===== src/rtl/prio_enc_scan.sv =====
`default_nettype none
// +--------------------------------------------------------------------------+
// | Module   : prio_enc_scan                                                 |
// | Brief    : Synchronised, debounced priority encoder driving a two-digit  |
// |            multiplexed 7-segment display. Define PRIO_ENC_LATCH_EN to    |
// |            build in the sticky-latch hold register.                      |
// | Revision : 1.0 - initial release                                         |
// +--------------------------------------------------------------------------+
module prio_enc_scan #(
   parameter  int CH       = 16,
   parameter  int DEB_CYC  = 4,
   parameter  int SCAN_DIV = 1000,
   localparam int IW       = $clog2(CH)
) (
   input  logic          clk,
   input  logic          rst_n,
   input  logic          ei_n,
   input  logic [CH-1:0] din_n,
   input  logic          clr,
   output logic [IW-1:0] code,
   output logic          valid,
   output logic          gs_n,
   output logic          eo_n,
   output logic [7:0]    seg,
   output logic [1:0]    dig_n
);

   localparam int            CW          = (DEB_CYC > 1) ? $clog2(DEB_CYC) : 1;
   localparam int            SW          = $clog2(SCAN_DIV);
   localparam logic [CW-1:0] C_CNT_LAST  = CW'(DEB_CYC - 1);
   localparam logic [SW-1:0] C_SCAN_LAST = SW'(SCAN_DIV - 1);

   typedef enum logic [1:0] {
      ST_IDLE   = 2'd0,
      ST_COUNT  = 2'd1,
      ST_STABLE = 2'd2
   } state_t;

   logic [CH-1:0] r_din_s1;
   logic [CH-1:0] r_din_s2;
   logic          r_ei_s1;
   logic          r_ei_s2;

   always_ff @(posedge clk) begin
      if (!rst_n) begin
         r_din_s1 <= '1;
         r_din_s2 <= '1;
         r_ei_s1  <= 1'b1;
         r_ei_s2  <= 1'b1;
      end else begin
         r_din_s1 <= din_n;
         r_din_s2 <= r_din_s1;
         r_ei_s1  <= ei_n;
         r_ei_s2  <= r_ei_s1;
      end
   end

   logic          w_enc_pres;
   logic [IW-1:0] w_enc_idx;

   // Ascending scan so the highest active index is the last one written.
   always_comb begin
      w_enc_pres = 1'b0;
      w_enc_idx  = '0;
      if (!r_ei_s2) begin
         for (int i = 0; i < CH; i++) begin
            if (!r_din_s2[i]) begin
               w_enc_pres = 1'b1;
               w_enc_idx  = IW'(i);
            end
         end
      end
   end

   state_t        r_state;
   logic          r_cand_pres;
   logic [IW-1:0] r_cand_idx;
   logic [CW-1:0] r_cnt;
   logic          r_deb_pres;
   logic [IW-1:0] r_deb_idx;
   logic          w_match;
   logic          w_commit;

   assign w_match  = (w_enc_pres == r_cand_pres) && (w_enc_idx == r_cand_idx);
   assign w_commit = (r_state == ST_COUNT) && w_match && (r_cnt == C_CNT_LAST);

   always_ff @(posedge clk) begin
      if (!rst_n) begin
         r_state     <= ST_IDLE;
         r_cand_pres <= 1'b0;
         r_cand_idx  <= '0;
         r_cnt       <= '0;
         r_deb_pres  <= 1'b0;
         r_deb_idx   <= '0;
      end else if (!w_match) begin
         r_cand_pres <= w_enc_pres;
         r_cand_idx  <= w_enc_idx;
         r_cnt       <= '0;
         r_state     <= ST_COUNT;
      end else if (w_commit) begin
         r_deb_pres  <= r_cand_pres;
         r_deb_idx   <= r_cand_idx;
         r_state     <= ST_STABLE;
      end else if (r_state == ST_COUNT) begin
         r_cnt       <= r_cnt + 1'b1;
      end
   end

   logic          w_out_pres;
   logic [IW-1:0] w_out_idx;

`ifdef PRIO_ENC_LATCH_EN
   logic          w_deb_pres_nxt;
   logic [IW-1:0] w_deb_idx_nxt;
   logic          r_hold_pres;
   logic [IW-1:0] r_hold_idx;

   // Looking at the next debounced value lets the hold load on the commit
   // edge itself, and reload one edge after clr if a request is still up.
   assign w_deb_pres_nxt = w_commit ? r_cand_pres : r_deb_pres;
   assign w_deb_idx_nxt  = w_commit ? r_cand_idx  : r_deb_idx;

   always_ff @(posedge clk) begin
      if (!rst_n || clr) begin
         r_hold_pres <= 1'b0;
         r_hold_idx  <= '0;
      end else if (w_deb_pres_nxt && (!r_hold_pres || (w_deb_idx_nxt > r_hold_idx))) begin
         r_hold_pres <= 1'b1;
         r_hold_idx  <= w_deb_idx_nxt;
      end
   end

   assign w_out_pres = r_hold_pres;
   assign w_out_idx  = r_hold_idx;
`else
   logic w_unused_clr;

   assign w_unused_clr = clr;
   assign w_out_pres   = r_deb_pres;
   assign w_out_idx    = r_deb_idx;
`endif

   assign valid = w_out_pres;
   assign code  = w_out_pres ? w_out_idx : '0;
   assign gs_n  = ~w_out_pres;
   assign eo_n  = r_ei_s2 | w_out_pres;

   logic [6:0] w_code_ext;
   logic [3:0] w_tens;
   logic [3:0] w_units;

   assign w_code_ext = 7'(code);
   assign w_tens     = 4'(w_code_ext / 7'd10);
   assign w_units    = 4'(w_code_ext % 7'd10);

   function automatic logic [7:0] seg_of(input logic [3:0] d);
      case (d)
         4'd0:    seg_of = 8'h3F;
         4'd1:    seg_of = 8'h06;
         4'd2:    seg_of = 8'h5B;
         4'd3:    seg_of = 8'h4F;
         4'd4:    seg_of = 8'h66;
         4'd5:    seg_of = 8'h6D;
         4'd6:    seg_of = 8'h7D;
         4'd7:    seg_of = 8'h07;
         4'd8:    seg_of = 8'h7F;
         4'd9:    seg_of = 8'h6F;
         default: seg_of = 8'h00;
      endcase
   endfunction

   logic [SW-1:0] r_scan_cnt;
   logic          r_dig_sel;
   logic [7:0]    r_seg;
   logic [1:0]    r_dig_n;

   // r_dig_sel is the digit currently shown: 0 = units, 1 = tens.
   always_ff @(posedge clk) begin
      if (!rst_n) begin
         r_scan_cnt <= '0;
         r_dig_sel  <= 1'b0;
         r_seg      <= 8'h00;
         r_dig_n    <= 2'b10;
      end else if (r_scan_cnt == C_SCAN_LAST) begin
         r_scan_cnt <= '0;
         r_dig_sel  <= ~r_dig_sel;
         if (!r_dig_sel) begin
            r_dig_n <= 2'b01;
            r_seg   <= (w_out_pres && (w_tens != 4'd0)) ? seg_of(w_tens) : 8'h00;
         end else begin
            r_dig_n <= 2'b10;
            r_seg   <= w_out_pres ? seg_of(w_units) : 8'h00;
         end
      end else begin
         r_scan_cnt <= r_scan_cnt + 1'b1;
      end
   end

   assign seg   = r_seg;
   assign dig_n = r_dig_n;

endmodule
`default_nettype wire


===== config.mk =====
export PLATFORM = sky130hd
export DESIGN_NAME = prio_enc_scan
export DESIGN_NICKNAME = d
export VERILOG_FILES = /design/src/rtl/prio_enc_scan.sv
export SDC_FILE = /design/constraint.sdc
export NUM_CORES = 1
export LEC_CHECK = 0
export ABC_AREA = 0
export CAP_MARGIN = 20
export CORE_MARGIN = 2
export CORE_UTILIZATION = 35
export CTS_BUF_LIST = sky130_fd_sc_hd__clkbuf_8
export CTS_CLUSTER_DIAMETER = 60
export DETAILED_ROUTE_END_ITERATION = 7
export PLACE_DENSITY = 0.56
export SLEW_MARGIN = 30
export SYNTH_ARGS = -nofsm -noshare
export SYNTH_HDL_FRONTEND = slang
export SYNTH_SLANG_ARGS = --single-unit

===== constraint.sdc =====
create_clock -name clk -period 3.2 [get_ports clk]
set_input_delay 0.64 -clock clk [delete_from_list [all_inputs] [get_ports clk]]
set_output_delay 0.64 -clock clk [all_outputs]
set_load 0.01 [all_outputs]

==> impl_metrics.yaml <==
floorplanning:
  dieArea_mm2: 0.008833
  num_io_pins: 37
  num_rows: 32
  die_y_um: 93.99
  start_util: 0.3649
  core_mm2: 0.007767
  die_w_um: 93.99
placed_design:
  port_buffers: 34
  gp_congestion: 0.8503
  place_hpwl_mm: 3.337
logic_synthesis:
  synth_edf_count: 0
  synth.area.top_cells: "dfxtp_1 (47%), nand2b_1 (7.9%), nand2_1 (4.5%), ha_1 (4.0%), nor2_1 (2.5%)"
  yosys.area_share.simple: 0.2786
  synth_cell_type_count: 55
  synth_top_family_by_area: "simple AND/OR/NAND/NOR gates"
  synth_nets: 328
  synth_top_area_frac: 0.4733
  yosysSeqAreaShare: 0.4733
  synth-compound-area-share: 0.1060
  synth_xor_area_frac: 0.04018
  synthMuxAreaShare: 0.02472
  syn_inst: 299
  syn_area_mm2: 0.002834
  synthTopCellsByCount: "dfxtp_1 (67), nand2b_1 (36), nand2_1 (34)"
  synth.most_common_cell: "dfxtp_1"
  synth_seq_cells: 67
  yosys.area.top_type: "dfxtp_1"
  syn_avg_cell_area_um2: 9.478
  yosys_warnings: 0
  synth_async_sr_flop_share: 0
  synth_fa_ha_area_frac: 0.03974
  ys.flop_type: "dfxtp_1"
routing:
  num_vias: 2046
  antenna_left: 0
  vias_per_cell: 4.661
  drc: 0
  dr.pass1.iters: 4
  initialDrtViolationCount: 62
  wl_per_cell_um: 10.85
  wl_mm: 4.763
finish:
  final_util: 0.4459
  regArea_mm2: 0.001341
  multi_input_area_mm2: 0.001390
  fillCellCount: 768
  nets: 361
  antenna_cells: 0
  areaGrowthSynthToFinish_pct: 22.21
  drive_gt1_frac: 0.09496
clock_tree:
  cts.sinks: 67
  htree_levels: 3
  clkSlewWorstSetupHoldPaths_ps: 80
  clk_path_buf_depth: 2
  numCtsBuffers: 9
  insertion_delay_ps: 340
  cts_resized: 0
  root_buffer: "clkbuf_8"
  post-cts-setup-buffer-count: 0
  postCtsHoldBufs: 0
  cts_tree: "yes"
power_and_ir_drop:
  p_leak_nw: 1.349
  clockPowerShare: 0.439
  share_comb_of_total_power: 0.063
  switchingPower_mw: 0.3990
  power_frac_seq: 0.498
  irDropWorstVdd_uv: 213.3
  p_sw_frac: 0.2260
  internal-power_mw: 1.367
  power_density_mw_per_mm2: 509.8
sta:
  fmax_mhz: 394.0
  slew_headroom: 0.6574
  report.final.slew_viol_count: 0
  worst_slew_pin_slew_ps: 513.9
  clock_skew_ps: 10.71
  period_share: 0.7931
  fin_setup_tns_ps: 0
  rsz0062_at_grt: "false"
  period_minus_slack_ps: 2538
  hold_violations: 0
  setup_viol: 0
global_routing:
  grt_usage: 0.1178
  grt_max_degree: 33
  first_global_vias: 1792
  grt_pass1_wl_mm: 8.024
  grt_overflow: 0
  antenna_found_initial: 0
worst_setup_path:
  setup.worst_path.start_class: "flop"
  critPathMaxFanout: 11
  critPathArrivalTime_ps: 2800
  critPathKind: "flop to flop"
  crit_path_end_kind: "flop"
  worstPathRequired_ps: 3460
status:
  outcome: "finished clean"
flow_run:
  cap_viol_max_count: 0
worst_hold_path:
  min_path_type: "flop to flop"
## metrics by stage
step	area [um2]	cells	hold WS, ps	total power [mW]	setup slack, ps
after floorplan	2834	299	386.3	0.9759	751.6
after global placement	3239	423	392.5	1.011	706.0
after detailed placement	3239	423	391.7	1.012	649.5
after CTS	3463	439	409.4	1.797	646.4
after global routing	3463	439	420.7	1.847	434.9
final	3463	439	407.8	1.766	662.1
## registers in the layout, summed over array words and instances, names as in the netlist
register     count
r_ei_s1          1
r_ei_s2          1
r_scan_cnt      10
r_din_s2        16
r_state          2
seg              7
dig_n            2
r_cand_idx       4
r_cnt            2
r_din_s1        16
valid            1
r_deb_idx        4
r_cand_pres      1
## routing by layer
layer | GRT usage | vias up | wire length [um]
met4 | 0.06159 | 0 | 85
li1 | - | 1074 | -
met1 | 0.1405 | 923 | 2257
met2 | 0.1845 | 42 | 2172
met3 | 0.04334 | 7 | 247
met5 | 0 | - | 0
## worst paths after layout
check                            startpoint          end  slack, ps  cells after the start
worst max register to register        valid       seg[4]        660                     11
worst min register to register  r_din_s1[9]  r_din_s2[9]        410                      1
worst max-delay path                  valid       seg[4]        660                     11
worst min-delay path            r_din_s1[9]  r_din_s2[9]        410                      1
## cell usage in the layout, fill, tap and decap left out, types with 2 or more instances in the layout
cell / count
nand2_1: 34
o21a_1: 3
xnor2_1: 7
bufinv_16: 2
nand3_1: 11
or2b_1: 2
and3_1: 3
nor2_1: 19
and2_1: 6
mux2i_1: 7
inv_1: 10
nor2b_1: 2
a21boi_0: 2
dfxtp_1: 67
nand4_1: 5
clkdlybuf4s50_1: 33
a31oi_1: 2
ha_1: 9
clkbuf_8: 9
nor3b_1: 2
nor3b_2: 3
o21ai_0: 6
nand2b_1: 36
o22ai_1: 2
a21oi_1: 9
or2_2: 2
nor3_1: 3
xor2_1: 6
o22a_1: 3
clkinv_4: 3
## critical path, cell delays in order (launching register included)
cell     delay, ps
dfxtp_1        540
nand2_1        200
ha_1           220
inv_1           50
ha_1           290
a31oi_4        100
xnor2_1        200
inv_1          120
ha_1           150
inv_1           50
o32a_1         340
o31ai_1        200
## area by class of cell
type,instances,share of cell area
Inverter,10,0.01084
Clock inverter,7,0.02890
Multi-Input combinational cell,209,0.4014
Sequential cell,67,0.3873
Timing Repair Buffer,35,0.09899
Clock buffer,9,0.03577
Tap cell,102,0.03685
## logic make-up (layout without fill, tap and decap cells)
family	Yosys count	in the layout
fa+ha+maj	9	9
buf+inv	23	61
mux	7	7
other cells	1	1
compound gates	40	40
flops	67	67
xor+xnor	13	13
simple gates	139	139
## power by group through the flow
stage	Sequential (mW)	Clock [mW]	Combinational (mW)
floorplan	0.894	0	0.0823
global placement	0.899	0	0.112
detailed placement	0.899	0	0.113
CTS	0.879	0.804	0.114
global route	0.883	0.840	0.124
finish	0.879	0.775	0.111
Power figures use the tool's default switching activity.
==> variant (same flow settings) <==
Re-encode `state_t` (3 states) as one-hot, 3 bits wide.
--- a/src/rtl/prio_enc_scan.sv
+++ b/src/rtl/prio_enc_scan.sv
@@ -32,6 +32,6 @@
 
-   typedef enum logic [1:0] {
-      ST_IDLE   = 2'd0,
-      ST_COUNT  = 2'd1,
-      ST_STABLE = 2'd2
+   typedef enum logic [2:0] {
+      ST_IDLE   = 3'b001,
+      ST_COUNT  = 3'b010,
+      ST_STABLE = 3'b100
    } state_t;
Function: same outputs for any inputs over 10 cycles, from zero or initial values and one cycle with rst_n low; not proved beyond that.
==> variant against the original RTL <==
Area after synthesis shrank 1.6%. Sequential share of layout area is 1.1 points higher. Count of clock-buffer cells in the layout up 1. Sequential cell count grew 1. Non-clock buffer count did not move. Worst setup slack improved by 0.090 ns. Die area shrank 1.5%. Final area shrank 1.3%. Clock power fell by 2%. Power is 0.35% lower. Global-route usage rose by 0.76 points. Wire length increased by 1.2%. Cell count decreased by 0.46%. Largest power group unchanged. Highest routed layer unchanged.
==> variant: results <==
metrics = {
    "synth": {
        "synthAdderAreaFrac_pct": 4.04,
        "synth_compound_area_share_pct": 11.9,
        "synthMuxAreaShare_pct": 3.28,
        "syn_nets": 325,
        "synth_area_leaders": "dfxtp_1 49%, nand2b_1 8.5%, nand2_1 5.1%, ha_1 4.0%, mux2i_1 2.9%",
        "avgSynthCellArea_sq_um": 9.42,
        "ys_types": 52,
        "synth_seq_area_share_pct": 48.8,
        "synth_commonest_cells": "68 x dfxtp_1, 38 x nand2_1, 38 x nand2b_1, 17 x nor2_1, 14 x a21oi_1",
        "synth_xor_area_share_pct": 2.83,
    },
    "global_routing": {
        "grtUsageMet3_pct": 4.35,
        "grt_pass1_vias": 1976,
        "grt_max_degree": 35,
        "grt_use_met1_pct": 14.1,
        "grt_first_pass_wirelength_microns": 8530,
        "grtUsageMet2_pct": 21.2,
        "gr-usage-all-layers_pct": 12.5,
    },
    "pwr": {
        "seq_power_uw": 891,
        "p_switching_uw": 372,
        "p_leak_uw": 0.00134,
    },
    "timing": {
        "max-slew-margin-rel_pct": 61.5,
        "hold-worst-slack_ns": 0.408,
        "fin_skew_ns": 0.00517,
        "final.setup.worst_slack_ns": 0.752,
    },
    "cells_and_area": {
        "finalNonFillerCells": 437,
        "layout.nets": 360,
    },
    "hold_path": {
        "min_from": "r_din_s1[10]",
        "min_to": "r_din_s2[10]",
    },
    "placed_design": {
        "hpwl_microns": 3530,
        "dpl_cell_area_sq_mm": 0.00320,
        "place_worst_setup_slack_ns": 0.778,
        "post-place-cells": 422,
    },
    "route": {
        "dr.first_iter.drc_count": 57,
        "drt-met1-wl_microns": 2210,
        "top_layer": "met4",
        "wl_met2_microns": 2250,
        "drt-total-wl_microns": 4820,
    },
    "setup_path": {
        "r2r-end": "seg[5]",
        "arrival_ns": 2.67,
    },
    "run_status": {
        "status": "complete, no violations",
    },
}
-- variant: final cells by class --
cell class | count | area [sq um] | share of cell area, %
well taps | 102 | 128 | 3.73
clock buffers | 10 | 138 | 4.03
repair buffers | 35 | 343 | 10.0
clock inverters | 5 | 77.6 | 2.27
inverters | 10 | 37.5 | 1.10
multi-input cells | 207 | 1330 | 39.0
flip-flops and latches | 68 | 1360 | 39.8
-- variant: stage by stage --
stage / util (%) / power (uW)
finish: 44.2 / 1760
global route: 44.2 / 1840
global placement: 41.4 / 1020
detailed placement: 41.4 / 1020
floorplan: - / 983
CTS: 44.2 / 1780
-- variant: critical path, cell delays in order (launching register included) --
cell and delay [ns]:
dfxtp_1 0.53, nand2_1 0.20, ha_1 0.22, inv_1 0.05
ha_1 0.28, a21oi_2 0.11, xnor2_1 0.25, inv_1 0.12
ha_1 0.21, nand2b_1 0.14, a21oi_1 0.13, o21ai_0 0.09
